===== src/rtl/upsampler_multi.sv =====
// upsampler_multi
//   Symbol upsampler for the transmit sample path. Each accepted symbol is
//   expanded into L = max(factor,1) samples, one per clock, either
//   zero-stuffed (mode=0) or sample-held (mode=1). A new symbol may be
//   accepted on the last sample of the current one for a gapless stream.
//
// Ports
//   clk, rst_n    clock, asynchronous active-low reset
//   new_symbol    input_data valid this cycle (single-cycle request)
//   input_data    symbol value (DATA_W)
//   factor        upsampling factor L (FACTOR_W), 0 behaves as 1
//   mode          0 = zero-stuff, 1 = sample-hold
//   clear_ovr     synchronous clear of overrun
//   output_data   registered output sample
//   out_valid     output_data carries a sample of a symbol
//   sym_start     first sample of a symbol
//   busy          symbol in progress and not on its last sample
//   overrun       sticky: a symbol was dropped
module upsampler_multi #(
  parameter int DATA_W   = 4,
  parameter int FACTOR_W = 4
) (
  input  logic                clk,
  input  logic                rst_n,
  input  logic                new_symbol,
  input  logic [DATA_W-1:0]   input_data,
  input  logic [FACTOR_W-1:0] factor,
  input  logic                mode,
  input  logic                clear_ovr,
  output logic [DATA_W-1:0]   output_data,
  output logic                out_valid,
  output logic                sym_start,
  output logic                busy,
  output logic                overrun
);

  typedef enum logic {IDLE = 1'b0, ACTIVE = 1'b1} state_t;

  state_t              state, state_nxt;
  logic [FACTOR_W-1:0] cnt, cnt_nxt, leff_m1;
  logic [DATA_W-1:0]   hold_val, hold_nxt, data_nxt;
  logic                mode_lat, mode_nxt;
  logic                vld_nxt, start_nxt, ovr_nxt;
  logic                last, accept, reject;

  // cnt counts samples remaining after the current one, so cnt == 0 marks
  // the last sample (and is also the resting value in IDLE).
  assign last    = (cnt == '0);
  assign accept  = new_symbol && (state == IDLE || last);
  assign reject  = new_symbol && (state == ACTIVE) && !last;
  assign leff_m1 = (factor == '0) ? '0 : factor - FACTOR_W'(1);
  assign busy    = (state == ACTIVE) && !last;

  // State register (plus datapath registers)
  always_ff @(posedge clk or negedge rst_n) begin
    if (!rst_n) begin
      state       <= IDLE;
      cnt         <= '0;
      hold_val    <= '0;
      mode_lat    <= 1'b0;
      output_data <= '0;
      out_valid   <= 1'b0;
      sym_start   <= 1'b0;
      overrun     <= 1'b0;
    end else begin
      state       <= state_nxt;
      cnt         <= cnt_nxt;
      hold_val    <= hold_nxt;
      mode_lat    <= mode_nxt;
      output_data <= data_nxt;
      out_valid   <= vld_nxt;
      sym_start   <= start_nxt;
      overrun     <= ovr_nxt;
    end
  end

  // Next-state
  always_comb begin
    state_nxt = state;
    if (accept)                      state_nxt = ACTIVE;
    else if (state == ACTIVE && last) state_nxt = IDLE;
  end

  // Next outputs / datapath
  always_comb begin
    cnt_nxt   = cnt;
    hold_nxt  = hold_val;
    mode_nxt  = mode_lat;
    data_nxt  = '0;
    vld_nxt   = 1'b0;
    start_nxt = 1'b0;
    if (accept) begin
      // factor and mode are sampled only here; mid-symbol changes wait
      cnt_nxt   = leff_m1;
      hold_nxt  = input_data;
      mode_nxt  = mode;
      data_nxt  = input_data;
      vld_nxt   = 1'b1;
      start_nxt = 1'b1;
    end else if (state == ACTIVE && !last) begin
      cnt_nxt  = cnt - FACTOR_W'(1);
      data_nxt = mode_lat ? hold_val : '0;
      vld_nxt  = 1'b1;
    end
    // set wins over clear
    ovr_nxt = reject | (overrun & ~clear_ovr);
  end

endmodule

===== config.mk =====
export PLATFORM = sky130hd
export DESIGN_NAME = upsampler_multi
export DESIGN_NICKNAME = d
export VERILOG_FILES = /design/src/rtl/upsampler_multi.sv
export SDC_FILE = /design/constraint.sdc
export NUM_CORES = 1
export LEC_CHECK = 0
export ABC_AREA = 1
export BUFFER_PORTS_ARGS = -buffer_cell sky130_fd_sc_hd__buf_2
export CORE_ASPECT_RATIO = 1.5
export CORE_MARGIN = 4
export CORE_UTILIZATION = 25
export CTS_CLUSTER_SIZE = 28
export DETAILED_ROUTE_END_ITERATION = 10
export PLACE_DENSITY_LB_ADDON = 0.15
export SYNTH_ARGS = -nofsm -noshare
export SYNTH_HDL_FRONTEND = slang
export SYNTH_SLANG_ARGS = --single-unit

===== constraint.sdc =====
create_clock -name clk -period 1.4 [get_ports clk]
set_input_delay 0.07 -clock clk [delete_from_list [all_inputs] [get_ports clk]]
set_output_delay 0.07 -clock clk [all_outputs]
set_load 0.01 [all_outputs]

== Word-level counts from Yosys, hierarchy flattened ==
Index checks and enable logic that the tools add are counted.

* Add/sub/neg operators: 2
* Muxes and demuxes: 11
* Bitwise logic cells: 4
* Reduce and logical (&&, ||, !) cells: 11

{| class="wikitable"
|+ Operators by type and width
! cell !! count
|-
| 4-bit two-way mux || 6
|-
| 4-bit logical NOT || 2
|-
| 4-bit by 1-bit subtractor with 4-bit output, second input constant || 2
|-
| 1-bit logical AND || 5
|-
| 1-bit two-way mux || 5
|-
| 2-bit nonzero test || 2
|-
| 1-bit NOT || 2
|-
| 1-bit bitwise AND || 1
|-
| 1-bit logical NOT || 1
|-
| 1-bit logical OR || 1
|-
| 1-bit bitwise OR || 1
|}

* Flip-flop bits (word level): 17
* Input bits: 13
* Output and inout port bits: 8
* Logic and storage cells: 36

== Depth between registers and ports, before layout ==
* Word-level depth: 5
* Gate-level depth with buffers: 9
* Gate-level depth less buffers: 8

== Least setup slack after synthesis ==
OpenSTA, ideal clock, no wires.

* Path type: register to register
* From: register cnt[0]
* To: register cnt[2]
* Library setup time: 0.124 ns
* Arrival time: 1.124 ns
* Data required time: 1.276 ns
* Path slack: 0.152 ns
* Stages on the path, launching flop included: 9
* Path buffers: 1
* Period minus slack after synthesis: 1.248 ns
* Path through: dfrtp_1 > inv_1 > ha_1 > nand3_2 > nand2_4 > nand2_4 > buf_6 > nand2_1 > nand3_1

* Longest elaborated chain between the ends: 4
* Elaborated cells between the ends (all ways): 9
* Classes of those cells: add/sub: 1; mux: 2; reduce/logical: 6

{| class="wikitable"
|+ RTL lines
! what !! line !! RTL
|-
| from (decl) || 40 || <nowiki>logic [FACTOR_W-1:0] cnt, cnt_nxt, leff_m1;</nowiki>
|-
| from (signal assigned) || 67 || <nowiki>cnt <= cnt_nxt;</nowiki>
|-
| parallel branches: the longest is 4 deep, another holds 4-bit by 1-bit subtractor with 4-bit output || n/a ||
|}

Several ways; the timed one is not identified. The select of a mux whose other input is x is not followed.
A chain may end at the register's enable or synchronous reset.

== Worst setup path in the final report ==
* From: register cnt[0]
* To: output port busy

* Longest elaborated chain between the ends: 3

{| class="wikitable"
|+ RTL lines
! what !! line !! RTL
|-
| 4-bit logical NOT || 48 || <nowiki>assign last = (cnt == '0);</nowiki>
|-
| 1-bit logical NOT || 52 || <nowiki>assign busy = (state == ACTIVE) && !last;</nowiki>
|-
| 1-bit logical AND || 52 ||
|-
| to (decl) || 33 || <nowiki>output logic busy,</nowiki>
|}

No other way between the ends.

==> impl_metrics.json <==
{
  "switching_share_pct": 37.9,
  "rsz0062_at_grt": "yes",
  "cts-buffers-inserted": 3,
  "pre_cts_ws_ns": 0.0552,
  "yosys_most_used_dff": "dfrtp_1",
  "cts.sinks": 17,
  "wire_per_inst_um": 10.8,
  "ff2ff_path_depth": 7,
  "power_frac_seq_pct": 36.5,
  "yosysMostFrequentCell": "nand2_1",
  "hold_depth": 2,
  "finalMaxSlewViolations": 0,
  "clk_pin_slew_worst_paths_ns": 0.07,
  "synth_cell_types": 18,
  "drtPass1Iterations": 2,
  "n_antenna_cell": 0,
  "gr-total-overflow": 0,
  "place.gp.congestion": 0.856,
  "dp_hpwl_um": 1400,
  "holdCritStartpoint": "clear_ovr",
  "wl_met1_um": 796,
  "cp_slowest_cell": "dfrtp_1",
  "ir_worst_vdd_mv": 1.06,
  "r2r_start": "cnt[1]$_DFFE_PN0P_",
  "cp.arrival_ns": 1.26,
  "hold_path.class": "in -> reg",
  "top_layer": "met4",
  "p_comb_share_pct": 47.5,
  "drc": 0,
  "multi_input_area_um2": 337,
  "fp.dieW_um": 54.8,
  "required_ns": 1.33,
  "ys_seq_elements": 17,
  "drt-total-wl_um": 1780,
  "crit_fanout": 6,
  "worst_setup_path_start_kind": "register",
  "relSlewSlack_pct": 73.4,
  "tritoncts": "done",
  "clockBufferDepth": 2,
  "async_flop_share_pct": 100,
  "path_cells": "inv_2 > ha_4 > nand3_4 > nand2_4 > inv_6 > buf_6",
  "min_period_over_period_pct": 94.7,
  "setup_viol": 0,
  "crit_type": "reg -> out",
  "num_io_pins": 21,
  "dpl_cell_area_um2": 990,
  "initial_core_util_pct": 26.0,
  "root_buffer": "clkbuf_8",
  "p_sw_mw": 0.865,
  "fillers": 327,
  "cp-end-kind": "primary output",
  "final_nets": 140,
  "syn-num-nets": 110,
  "areaGrowthSynthToFinish_pct": 32.4,
  "p_int_mw": 1.42,
  "drive_gt1_share_pct": 31.2,
  "hold_viol": 0,
  "setup_ws_ns": 0.0747,
  "grt_pass1_wl_um": 3200,
  "skew_ns": 0.00223,
  "met2WireLength_um": 905,
  "antenna_found_initial": 0,
  "power_density_mw_per_mm2": 2100,
  "final_area_mm2": 0.00109,
  "p_total_mw": 2.28,
  "io_buffers": 20,
  "cp_slowest_stage_delay_ns": 0.39,
  "synth_top_area_share_pct": 51.8,
  "ant_nets": 0,
  "worst_slew_pin_slew_ns": 0.399,
  "seq_area_um2": 425,
  "ys_seq_area_share_pct": 51.8,
  "clkPwrFrac_pct": 15.9,
  "status": "finished, final reports clean",
  "worstSetupStartpoint": "cnt[0]$_DFFE_PN0P_",
  "yosys_warnings": 0,
  "avgSynthCellArea_um2": 8.56,
  "grt_max_degree": 18,
  "design.core.area_mm2": 0.00316,
  "synth_area_leaders": "dfrtp_1 52%, nand2_1 12%, nand3_1 8.5%",
  "rows": 25,
  "grt_pass1_vias": 764,
  "finalSetupTns_ns": 0,
  "htree_levels": 1,
  "drt_iter0_markers": 9,
  "fmax_mhz": 755,
  "vias": 700,
  "syn_area_um2": 822,
  "die_area_mm2": 0.00429,
  "die_h_um": 78.2,
  "synth_cells": 96,
  "synth_common_cells": "27 x nand2_1, 17 x dfrtp_1, 14 x nand3_1",
  "routed_via_density": 4.24,
  "track_usage_pct": 9.79,
  "leakage_nw": 0.584,
  "clk_latency_ns": 0.25,
  "wl_met3_um": 69,
  "drv_cap": 0,
  "synth_area_leader_cell": "dfrtp_1",
  "synth-edff-count": 0,
  "period_minus_slack_ns": 1.33
}
[critical path: cells and delay by family, from the launching register on]
kind                     cells  cell delay, ns
adder cells (fa/ha/maj)      1            0.15
buffers and inverters        3            0.26
flip-flops                   1            0.39
AND/OR/NAND/NOR              2            0.22
[logic make-up after synthesis]
kind of cell / after synthesis / synth area share [%]
simple gates: 50 / 29.1
compound gates: 12 / 7.91
buf+inv: 16 / 9.74
flops: 17 / 51.8
fa+ha+maj: 1 / 1.52
[sequential cells by signal, summed over array words and instances (netlist names)]
register,count
cnt,4
hold_val,4
output_data,4
mode_lat,1
out_valid,1
overrun,1
state,1
sym_start,1
[power groups by stage]
stage / registers, mW / logic, mW / clock network [mW]
floorplan: 0.856 / 0.615 / 0
global placement: 0.843 / 0.982 / 0
detailed placement: 0.845 / 0.981 / 0
CTS: 0.838 / 1.00 / 0.381
global route: 0.869 / 1.22 / 0.403
finish: 0.834 / 1.08 / 0.364
[metal layers]
layer	vias to the layer above	global-route usage, %
li1	366	-
met1	318	13.4
met2	14	15.3
met3	2	1.71
met4	0	2.99
met5	-	0
[stage by stage]
step	hold slack (ns)	utilization (%)	instances
floorplan	-0.226	-	96
finish	0.0173	34.5	165
global placement	0.0174	31.3	156
CTS	0.00376	33.3	162
global route	0.00403	34.5	165
detailed placement	0.0255	31.3	156
[final timing paths]
check                                          end  slack, ns
setup / recovery                              busy       0.07
hold / removal                   overrun$_DFF_PN0_       0.02
setup reg to reg                cnt[1]$_DFFE_PN0P_       0.14
hold reg to reg            hold_val[1]$_DFFE_PN0P_       0.49
max in group asynchronous       cnt[2]$_DFFE_PN0P_       0.84
min in group asynchronous       cnt[3]$_DFFE_PN0P_       0.28
[placed cells by master, fill, tap and decap left out]
cell,count
ha_4,1
dfrtp_1,17
buf_6,1
inv_6,1
nand2_1,27
clkbuf_1,1
o22ai_1,1
o21ai_0,2
nand4_1,1
nand3_4,1
clkbuf_8,3
nand2_4,3
buf_4,5
o21ai_1,7
dlygate4sd3_1,1
or2_1,1
a21oi_1,1
nand3_1,14
buf_2,19
buf_12,1
inv_2,3
o21ai_2,1
nor2_1,3
inv_1,10
[what timing repair did]
item                                   4_1_cts  5_1_grt
setup endpoints to repair                    1        4
hold buffers                                 1        0
buffers inserted                             2        3
endpoints found under the hold margin       17        0
pin swaps                                    2        2
resized for setup                            4        2
[area by class of cell]
cell class                 instances  area share (%)
clock buffer                       4            4.14
inverter                          14            5.29
multi-input combinational         63            30.9
sequential                        17            39.1
tap                               40            4.60
timing repair buffer              27            16.0
No activity file was read; power rests on OpenSTA's default activity.
